<file path="src/rtl/multicycle_control_unit.sv">
// Multi-cycle RV32I control sequencer: FETCH/DECODE/EXEC/MEM/WB/TRAP with per-state strobes.
// Optional memory-wait watchdog enabled by defining CU_TIMEOUT_EN.
module multicycle_control_unit #(
  parameter int CNT_W       = 32,
  parameter int TIMEOUT_W   = 8,
  parameter int TIMEOUT_MAX = 255
) (
  input  logic             clk,
  input  logic             rst_n,
  input  logic             instr_valid,
  input  logic [6:0]       opcode,
  input  logic             mem_ready,
  input  logic             branch_taken,
  output logic             imem_req,
  output logic             ir_write,
  output logic             pc_write,
  output logic [1:0]       pc_src,
  output logic             dmem_read,
  output logic             dmem_write,
  output logic             mem_to_reg,
  output logic             alu_src,
  output logic             reg_write,
  output logic             imm,
  output logic [1:0]       alu_op,
  output logic [7:0]       ctrl_word,
  output logic [2:0]       state,
  output logic             trap,
  output logic [1:0]       trap_cause,
  output logic [CNT_W-1:0] instret
);

  typedef enum logic [2:0] {
    S_FETCH  = 3'd0,
    S_DECODE = 3'd1,
    S_EXEC   = 3'd2,
    S_MEM    = 3'd3,
    S_WB     = 3'd4,
    S_TRAP   = 3'd5
  } state_t;

  typedef enum logic [2:0] {
    CL_ILLEGAL = 3'd0,
    CL_R       = 3'd1,
    CL_IALU    = 3'd2,
    CL_LOAD    = 3'd3,
    CL_STORE   = 3'd4,
    CL_BRANCH  = 3'd5,
    CL_JAL     = 3'd6
  } class_t;

  function automatic class_t decode_class(input logic [6:0] op);
    case (op)
      7'b0110011: decode_class = CL_R;
      7'b0010011: decode_class = CL_IALU;
      7'b0000011: decode_class = CL_LOAD;
      7'b0100011: decode_class = CL_STORE;
      7'b1100011: decode_class = CL_BRANCH;
      7'b1101111: decode_class = CL_JAL;
      default:    decode_class = CL_ILLEGAL;
    endcase
  endfunction

  // Watchdog limit must fit its counter and be at least one cycle.
  if (TIMEOUT_MAX < 1 || TIMEOUT_MAX >= (1 << TIMEOUT_W)) begin : g_bad_timeout_cfg
    $error("multicycle_control_unit: TIMEOUT_MAX out of range for TIMEOUT_W");
  end

  state_t             state_q, state_d;
  class_t             class_q, class_d;
  class_t             cls_dec;
  logic [CNT_W-1:0]   instret_q, instret_d;
  logic               trap_q, trap_d;
  logic               trap_ill_q, trap_ill_d;
  logic               trap_to;
  logic               retire;
  logic               ir_write_c;

`ifdef CU_TIMEOUT_EN
  localparam logic [TIMEOUT_W:0] WD_LIMIT = (TIMEOUT_W+1)'(TIMEOUT_MAX);
  logic [TIMEOUT_W-1:0] wd_q, wd_d;
  logic                 trap_to_q, trap_to_d;
  logic [TIMEOUT_W:0]   wd_next;
  assign wd_next = {1'b0, wd_q} + (TIMEOUT_W+1)'(1);
  assign trap_to = trap_to_q;
`else
  assign trap_to = 1'b0;
`endif

  assign cls_dec = decode_class(opcode);

  always_comb begin
    state_d    = state_q;
    class_d    = class_q;
    trap_d     = trap_q;
    trap_ill_d = trap_ill_q;
    retire     = 1'b0;
    imem_req   = 1'b0;
    ir_write_c = 1'b0;
    pc_write   = 1'b0;
    pc_src     = 2'b00;
    dmem_read  = 1'b0;
    dmem_write = 1'b0;
    mem_to_reg = 1'b0;
    alu_src    = 1'b0;
    reg_write  = 1'b0;
    imm        = 1'b0;
    alu_op     = 2'b00;
`ifdef CU_TIMEOUT_EN
    wd_d       = wd_q;
    trap_to_d  = trap_to_q;
`endif
    case (state_q)
      S_FETCH: begin
        imem_req = 1'b1;
        if (instr_valid) begin
          ir_write_c = 1'b1;
          state_d    = S_DECODE;
        end
      end
      S_DECODE: begin
        class_d = cls_dec;
        if (cls_dec == CL_ILLEGAL) begin
          state_d    = S_TRAP;
          trap_d     = 1'b1;
          trap_ill_d = 1'b1;
        end else begin
          state_d = S_EXEC;
        end
      end
      S_EXEC: begin
        case (class_q)
          CL_R: begin
            alu_op  = 2'b10;
            state_d = S_WB;
          end
          CL_IALU: begin
            alu_op  = 2'b10;
            alu_src = 1'b1;
            imm     = 1'b1;
            state_d = S_WB;
          end
          CL_LOAD, CL_STORE: begin
            alu_src = 1'b1;
            imm     = 1'b1;
            state_d = S_MEM;
`ifdef CU_TIMEOUT_EN
            wd_d    = '0;
`endif
          end
          CL_BRANCH: begin
            alu_op   = 2'b01;
            pc_write = 1'b1;
            pc_src   = branch_taken ? 2'b01 : 2'b00;
            retire   = 1'b1;
            state_d  = S_FETCH;
          end
          CL_JAL:  state_d = S_WB;
          default: state_d = S_FETCH;
        endcase
      end
      S_MEM: begin
        dmem_read  = (class_q == CL_LOAD);
        dmem_write = (class_q == CL_STORE);
        if (class_q != CL_LOAD && class_q != CL_STORE) begin
          state_d = S_FETCH;
        end else if (mem_ready) begin
          if (class_q == CL_LOAD) begin
            state_d = S_WB;
          end else begin
            pc_write = 1'b1;
            retire   = 1'b1;
            state_d  = S_FETCH;
          end
`ifdef CU_TIMEOUT_EN
        end else if (wd_next == WD_LIMIT) begin
          // mem_ready took priority above, so reaching the limit here is a real stall.
          state_d   = S_TRAP;
          trap_d    = 1'b1;
          trap_to_d = 1'b1;
        end else begin
          wd_d = wd_next[TIMEOUT_W-1:0];
`endif
        end
      end
      S_WB: begin
        reg_write  = 1'b1;
        pc_write   = 1'b1;
        pc_src     = (class_q == CL_JAL) ? 2'b10 : 2'b00;
        mem_to_reg = (class_q == CL_LOAD);
        retire     = 1'b1;
        state_d    = S_FETCH;
      end
      S_TRAP:  state_d = S_TRAP;
      default: state_d = S_FETCH;
    endcase
    instret_d = instret_q + CNT_W'(retire);
  end

  always_ff @(posedge clk or negedge rst_n) begin
    if (!rst_n) begin
      state_q    <= S_FETCH;
      class_q    <= CL_ILLEGAL;
      instret_q  <= '0;
      trap_q     <= 1'b0;
      trap_ill_q <= 1'b0;
`ifdef CU_TIMEOUT_EN
      wd_q       <= '0;
      trap_to_q  <= 1'b0;
`endif
    end else begin
      state_q    <= state_d;
      class_q    <= class_d;
      instret_q  <= instret_d;
      trap_q     <= trap_d;
      trap_ill_q <= trap_ill_d;
`ifdef CU_TIMEOUT_EN
      wd_q       <= wd_d;
      trap_to_q  <= trap_to_d;
`endif
    end
  end

  // Gate the fetch handshake so a valid word seen while in reset never loads the IR.
  assign ir_write   = ir_write_c & rst_n;
  assign ctrl_word  = {dmem_read, mem_to_reg, alu_op, dmem_write, alu_src, reg_write, imm};
  assign state      = state_q;
  assign trap       = trap_q;
  assign trap_cause = {trap_to, trap_ill_q};
  assign instret    = instret_q;

endmodule
</file>
<file path="config.mk">
export PLATFORM = sky130hd
export DESIGN_NAME = multicycle_control_unit
export DESIGN_NICKNAME = d
export VERILOG_FILES = /design/src/rtl/multicycle_control_unit.sv
export SDC_FILE = /design/constraint.sdc
export NUM_CORES = 1
export LEC_CHECK = 0
export ABC_AREA = 1
export CORE_MARGIN = 2
export CORE_UTILIZATION = 35
export DETAILED_ROUTE_END_ITERATION = 16
export GPL_ROUTABILITY_DRIVEN = 1
export GPL_TIMING_DRIVEN = 1
export PLACE_DENSITY_LB_ADDON = 0.3
export SLEW_MARGIN = 25
export SYNTH_ARGS = -nofsm -noshare
export SYNTH_HDL_FRONTEND = slang
export SYNTH_SLANG_ARGS = --single-unit
</file>
<file path="constraint.sdc">
create_clock -name clk -period 3.75 [get_ports clk]
set_input_delay 0.5625 -clock clk [delete_from_list [all_inputs] [get_ports clk]]
set_output_delay 0.5625 -clock clk [all_outputs]
set_load 0.005 [all_outputs]
</file>
## Yosys cells after proc, flatten, opt, wreduce, memory -nomap -nowiden

Index checks and enable logic that the tools add are counted.

| storage, ports and cells | value |
|---|---|
| register bits | 39 |
| input bits | 12 |
| output and inout port bits | 59 |
| word-level logic and storage cells | 64 |

| cells by class | value |
|---|---|
| add/subtract/negate cells | 1 |
| equality and inequality tests | 21 |
| mux-type cells | 28 |
| bitwise operators | 1 |
| reduce and logical (&&, ||, !) cells | 9 |

Operators by type and width:

| kind | count |
|---|---|
| $add A32 B1 Y32 | 1 |
| $pmux W3 S6 | 1 |
| $eq A3 B3 Y1 const B | 5 |
| $mux W1 | 15 |
| $mux W3 | 5 |
| $pmux W3 S5 | 1 |
| $eq A7 B6 Y1 const B | 2 |
| $eq A7 B7 Y1 const B | 2 |
| $eq A3 B2 Y1 const B | 4 |
| $pmux W2 S2 | 2 |
| $eq A7 B2 Y1 const B | 1 |
| $eq A7 B5 Y1 const B | 1 |
| $eq A3 B1 Y1 const B | 2 |
| $logic_not A3 Y1 | 2 |
| $ne A3 B3 Y1 const B | 2 |
| $pmux W3 S2 | 1 |
| $reduce_or A3 Y1 | 2 |
| $mux W2 | 2 |
| $reduce_and A2 Y1 | 2 |
| $reduce_or A2 Y1 | 2 |
| $ne A3 B2 Y1 const B | 1 |
| $pmux W1 S3 | 1 |
| $ne A2 B2 Y1 const B | 1 |
| $and A1 B1 Y1 | 1 |
| $logic_and A1 B1 Y1 | 1 |

## Logic depth before layout (Yosys ltp)

Gate-level depths: netlist of run 1.

| logic depth | value |
|---|---|
| depth after elaboration | 6 |
| gate-level depth with buffers | 14 |
| depth with buffers taken out | 14 |

## Worst setup path before layout of run 1

Ideal clock, no wire load.

| timing | value |
|---|---|
| path kind | reg-to-reg |
| from | register state_q[1], in the netlist state[1] |
| to | register instret_q[24], in the netlist instret[24] |
| library setup time | 124 ps |
| arrival time | 2072 ps |
| required time | 3626 ps |
| setup slack | 1554 ps |
| cell stages (with the launch flop) | 15 |
| buffers on the path | 0 |
| clock period less this slack | 2196 ps |
| cells stage by stage | dfrtp_1 -> inv_1 -> nor2_1 -> nand2_1 -> nor2_1 -> nand2_1 -> nand3_1 -> ha_1 -> ha_1 -> nand3_2 -> inv_1 -> nand2_1 -> nor2_1 -> nand2_1 -> xnor2_1 |

| between the ends | value |
|---|---|
| word-level cells in the longest chain between the ends | 3 |
| elaborated cells on any way between the ends | 5 |
| those cells by class | add/sub: 1; eq/ne: 3; mux: 1 |

RTL lines:

| what | RTL line | text |
|---|---|---|
| start: declaration | 68 | `state_t state_q, state_d;` |
| start signal: assignment | 211 | `state_q <= state_d;` |
| $eq A3 B3 Y1 or $eq A3 B2 Y1 (tied branches) | -- |  |
| $pmux W1 S3 * | -- |  |
| named net pc_write | 16 | `output logic pc_write,` |
| $add A32 B1 Y32 * | 196 | `instret_d = instret_q + CNT_W'(retire);` |
| named net instret_d[24] | 71 | `logic [CNT_W-1:0] instret_q, instret_d;` |
| end signal: assignment | 213 | `instret_q <= instret_d;` |
| end: declaration | 71 |  |

The timed path passes the listed nets; every way through them passes the cells marked *.
A chain may end at the register's enable or synchronous reset.

## Worst setup path after layout of run 1

| timing | value |
|---|---|
| from | register state_q[2], in the netlist state[2] |
| to | output port ctrl_word[2] |

| between the ends | value |
|---|---|
| word-level cells in the longest chain between the ends | 2 |

RTL lines:

| what | RTL line | text |
|---|---|---|
| $eq A3 B2 Y1 | 112 | `case (state_q)` |
| $mux W1 | 112 |  |
| end: declaration | 25 | `output logic [7:0] ctrl_word,` |

No other way between the ends.

==> metrics.cfg, run 1 <==
[place]
port_buffers=69
gp_congestion=0.921
dpl_cell_area_um2=3020
place_hpwl_um=4730

[status]
status=finished, final reports clean

[clock_network]
ctsResizeCount=0
clockBufferDepth=2
clkTransAtPathRegs_ns=0.07
cts_setup_buffers=0
clock_latency_ns=0.28
cts_root_buffer=clkbuf_8
htree_levels=2
ctsHoldBuffers=0
numCtsBuffers=5
cts_tree=built
clock-sinks=39

[final_layout]
layout_commonest_cell=nand2_1
layout-drive-gt1-share_pct=5.05
finalInstanceArea_um2=3100
num_antenna_cells=0
num-nets-final=389
fillCellCount=609
layout_common_cells=nand2_1, clkdlybuf4s50_1, nor2_1
post-route-util_pct=48.8
area.growth.synth_to_final_pct=34.1

[setup_path]
startpoint_type=register
crit_path_end_kind=primary output
crit_start=state[2]
worstRegToRegCells=13
critical-path-top-delay-family=simple AND/OR/NAND/NOR gates
crit_path_frequent_cell=nand2_1
slowest_stage=clkdlybuf4s50_1
r2r_setup_slack_ns=1.27
path_cells=inv_1 > nand2_1 > nor2_1 > nand4_1 > nand2_1 > clkdlybuf4s50_1
required_ns=3.19
worstReg2RegStart=state[2]
worstReg2RegEnd=instret[24]
critical_path_buf_inv_count=2
path_max_fanout=5
cp_slowest_stage_delay_ns=0.52
critPathKind=register to primary output
worstPathArrival_ns=2.09

[drt]
viasPerCell=4.68
firstDrtPassIters=4
drtIter0Drc=145
drcViolationCount=0
num_vias=2119
drt_wl_total_um=5820
avgRoutedWirePerCell_um=12.9
detail-route-antenna-nets=0

[timing]
period_needed_ns=2.66
fin_crit_sh_pct=70.8
maxSlewViolCount=0
max_freq_mhz=376
setup_viol=0
rsz0062_at_grt=no
tns_ns=0
clock_skew_ns=0.0104
finalHoldViolations=0

[yosys]
synth_warnings=0
syn_area_per_cell_um2=7.47
yosysSeqAreaShare_pct=42.3
synth_area_um2=2310
synth_top_area_cell=dfrtp_1
syn_inst=309
synth_edf_count=0
synth_top_area_share_pct=42.3
ys_ff_latch=39
synthFlopType=dfrtp_1
synthArstFlopShare_pct=100
ys_types=22
synth_fp_nets=323
yosys-top-cells-area=dfrtp_1, nand2_1, nor2_1, xnor2_1, xor2_1

[floorplanning]
die_height_um=85.2
rows=29
start_util_pct=36.4
die-area_um2=7270
core_um2=6350
ios=71
die_w_um=85.2

[power_and_ir_drop]
ir_drop_mv=0.184
power_mw=1.11
power.leakage_nw=1.35
p_per_area_nw_per_um2=358

[global_route]
grtUsageTotal_pct=16.7
grt_pass1_vias=2037
grt_max_degree=40
antenna_found_initial=0
grt_overflow=0
grt_pass1_wl_um=9570

[job]
cap_viol_max_count=0

[min_path]
worstHoldPathType=input port to asynchronous set/reset pin

==> logic make-up (layout without fill, tap and decap cells) <==
group | after synthesis | in the layout | share of synthesized area [%]
buffers and inverters | 36 | 103 | 7.64
adder cells (fa/ha/maj) | 2 | 2 | 1.08
AO/OA/AOI/OAI | 10 | 10 | 2.17
AND/OR/NAND/NOR | 192 | 192 | 35.7
other | 1 | 1 | 0.162
flip-flops | 39 | 39 | 42.3
XOR/XNOR | 29 | 29 | 11.0
==> per-layer routing <==
metal | GRT usage (%) | vias to the layer above | part of all wire (%)
met5 | 0 | - | 0
met4 | 5.05 | 0 | 1.2
met3 | 3.99 | 4 | 7.6
met2 | 27.1 | 77 | 48
met1 | 22.2 | 970 | 43
li1 | - | 1068 | -
==> worst max-delay path by stage <==
stage,to,slack (ns),depth (start not counted)
after detailed placement,instret[16],1.25,10
final,ctrl_word[2],1.09,6
after global routing,imm,0.85,6
after global placement,instret[24],1.32,11
after floorplan,instret[24],1.55,14
after CTS,ctrl_word[2],1.10,6
==> flip-flops by register name, summed over array words and instances (netlist names) <==
register  flops
class_q       3
instret      32
state         3
trap          1
==> power breakdown <==
part / total, mW / internal, mW / switching [mW]
logic: 0.323 / 0.165 / 0.158
clock network: 0.263 / 0.130 / 0.133
registers: 0.523 / 0.463 / 0.0597
==> Yosys cell counts, types with 3 or more instances <==
library cell	number
nand2_1	103
nor2_1	62
dfrtp_1	39
inv_1	25
xnor2_1	15
xor2_1	14
buf_4	11
nand3_1	8
o21ai_0	7
nor2_4	5
a21oi_1	3
nor3_1	3
==> per-stage QoR <==
step	worst slack, ns	hold slack, ns	std cells
3_5_place_dp	1.25	0.464	445
4_1_cts	1.10	0.449	453
3_3_place_gp	1.32	0.461	445
5_1_grt	0.853	0.470	453
2_1_floorplan	1.55	0.267	309
6_report	1.09	0.421	453
==> layout make-up <==
class / count / area [um2] / share of cell area, %
clock buffers: 7 / 76.3 / 2.46
well taps: 77 / 96.3 / 3.11
flip-flops and latches: 39 / 976 / 31.5
repair buffers: 70 / 693 / 22.4
multi-input cells: 234 / 1160 / 37.4
clock inverters: 1 / 5.00 / 0.162
inverters: 25 / 93.8 / 3.03
(Power assumes the default switching activity.)
==> run 2, diff against run 1 <==
clock period = 2.5 ns   (was 3.75 ns; I/O delays follow)
==> run 2 against run 1 <==
  * Global-route usage rose by 0.20 points
  * Utilization rose by 1.0 points
  * Via count fell by 0.33%
  * Clock skew barely moved
  * Worst hold slack got worse by 0.20 ns
  * Die area did not move
  * Register-to-register slack got worse by 1.0 ns
  * Clock-buffer cell count fell by 1
  * Worst setup slack got worse by 0.94 ns
  * Combinational power rose by 53%
==> metrics.cfg, run 2 (synthesis results as in run 1) <==
[setup_path]
crit_path_end_kind=primary output
startpoint_type=register
worstPathArrival_ns=1.97  ; -0.12 ns
critPathKind=register to primary output
path_max_fanout=5  ; unchanged
required_ns=2.12  ; -1.07 ns

[clock_network]
clock-sinks=39  ; unchanged
clock_latency_ns=0.30  ; +0.02 ns
clkTransAtPathRegs_ns=0.08  ; about the same
clockBufferDepth=2  ; unchanged
htree_levels=2  ; unchanged
cts_root_buffer=clkbuf_8
cts_setup_buffers=0  ; unchanged
ctsHoldBuffers=0  ; unchanged
ctsResizeCount=0  ; unchanged
cts_tree=built
numCtsBuffers=5  ; unchanged

[final_layout]
layout-drive-gt1-share_pct=8.22  ; +3.2 points
largest_register_ffs=32  ; unchanged
fillCellCount=629  ; +3.3%
num_antenna_cells=0  ; unchanged
layout.cells.non_filler=454  ; +0.22%
post-route-util_pct=49.8  ; +1.0 points
layout_commonest_cell=nand2_1
area.growth.synth_to_final_pct=37.0
layout_common_cells=nand2_1, clkdlybuf4s50_1, nor2_1
num-nets-final=390  ; +0.26%

[place]
dp_cells=446  ; +0.22%
place_hpwl_um=4700  ; -0.66%
gp_congestion=0.891  ; -3.2%
port_buffers=69  ; unchanged
pre_cts_slack_ns=0.137  ; -1.12 ns

[global_route]
grt_overflow=0  ; unchanged
grt_pass1_wl_um=9670  ; +1.1%
grt_pass1_vias=2008  ; -1.4%
antenna_found_initial=0  ; unchanged
grtUsageTotal_pct=16.9  ; +0.20 points
grt_max_degree=40  ; unchanged

[floorplanning]
die_w_um=85.2  ; unchanged
core_um2=6350  ; unchanged
start_util_pct=36.4  ; unchanged
ios=71  ; unchanged
die-area_um2=7270  ; unchanged
die_height_um=85.2  ; unchanged
rows=29  ; unchanged

[timing]
setup_ws_ns=0.153  ; -0.941 ns
rsz0062_at_grt=no
max_freq_mhz=426
fin_crit_sh_pct=93.9
finalHoldViolations=0  ; unchanged
setup_viol=0  ; unchanged
clock_skew_ns=0.00994  ; -0.000486 ns
tns_ns=0  ; unchanged
maxSlewViolCount=0  ; unchanged
period_needed_ns=2.35

[drt]
drtIter0Drc=86  ; -41%
drcViolationCount=0  ; unchanged
drt_wl_total_um=5860  ; +0.62%
route.met3.wl_um=350  ; -21%
firstDrtPassIters=4  ; unchanged
met2WireLength_um=2800  ; -0.29%
routed.top_layer=met4
detail-route-antenna-nets=0  ; unchanged
viasPerCell=4.65  ; -0.55%
avgRoutedWirePerCell_um=12.9  ; +0.40%
drt-met1-wl_um=2630  ; +5.1%
num_vias=2112  ; -0.33%

[min_path]
worstHoldPathType=input port to asynchronous set/reset pin

[power_and_ir_drop]
power_mw=1.83  ; +65%
p_per_area_nw_per_um2=578  ; +61%
power.leakage_nw=1.37  ; +1.4%
ir_drop_mv=0.301  ; +63%

[status]
status=finished, final reports clean

[job]
cap_viol_max_count=0  ; unchanged

[run 2: changes by cell type in the layout (fill, tap and decap cells not counted), sizes merged]
cell,previous run,this run
buf,2,3
bufinv,0,1
clkbuf,7,6
[run 2: final timing paths]
kind / startpoint / end / slack [ns] / cells after the start
max: state[2] / ctrl_word[0] / 0.15 / 7
min: rst_n / instret[20] / 0.22 / 2
max reg2reg: state[1] / instret[18] / 0.24 / 13
min reg2reg: instret[31] / instret[31] / 0.49 / 1
max in group asynchronous: rst_n / state[1] / 1.92 / 2
min in group clk: instret[31] / instret[31] / 0.49 / 1
[run 2: metal layers]
metal	vias up	global-route usage [%]
met5	-	0
met4	0	5.34
met3	7	4.09
met2	68	27.3
met1	967	22.4
li1	1070	-
[run 2: metrics by stage]
step,area [um2],hold WS (ns)
final,3160,0.216
after global routing,3160,0.257
after CTS,3140,0.244
after detailed placement,3020,0.485
after global placement,3020,0.463
after floorplan,2310,0.0794
[run 2: report_power, final]
part | switching, mW | internal, mW | leakage, nW
combinational | 0.240 | 0.254 | 0.791
sequential | 0.0956 | 0.696 | 0.519
clock | 0.220 | 0.323 | 0.0612
[run 2: worst max-delay path, stage by stage (launching register included)]
cell and delay, ns:
dfrtp_2 0.45, inv_1 0.12, nand2_1 0.09, nor2_2 0.11, buf_4 0.14, nand4_1 0.14
nand2_2 0.12, clkdlybuf4s50_1 0.50
[run 2: layout make-up]
| cell class | instances | area [um2] | area share [%] |
|---|---|---|---|
| multi-input combinational | 234 | 1180 | 37.2 |
| sequential | 39 | 978 | 30.9 |
| timing repair buffer | 71 | 701 | 22.1 |
| tap | 77 | 96.3 | 3.04 |
| inverter | 25 | 93.8 | 2.97 |
| clock buffer | 6 | 82.6 | 2.61 |
| clock inverter | 2 | 35.0 | 1.11 |
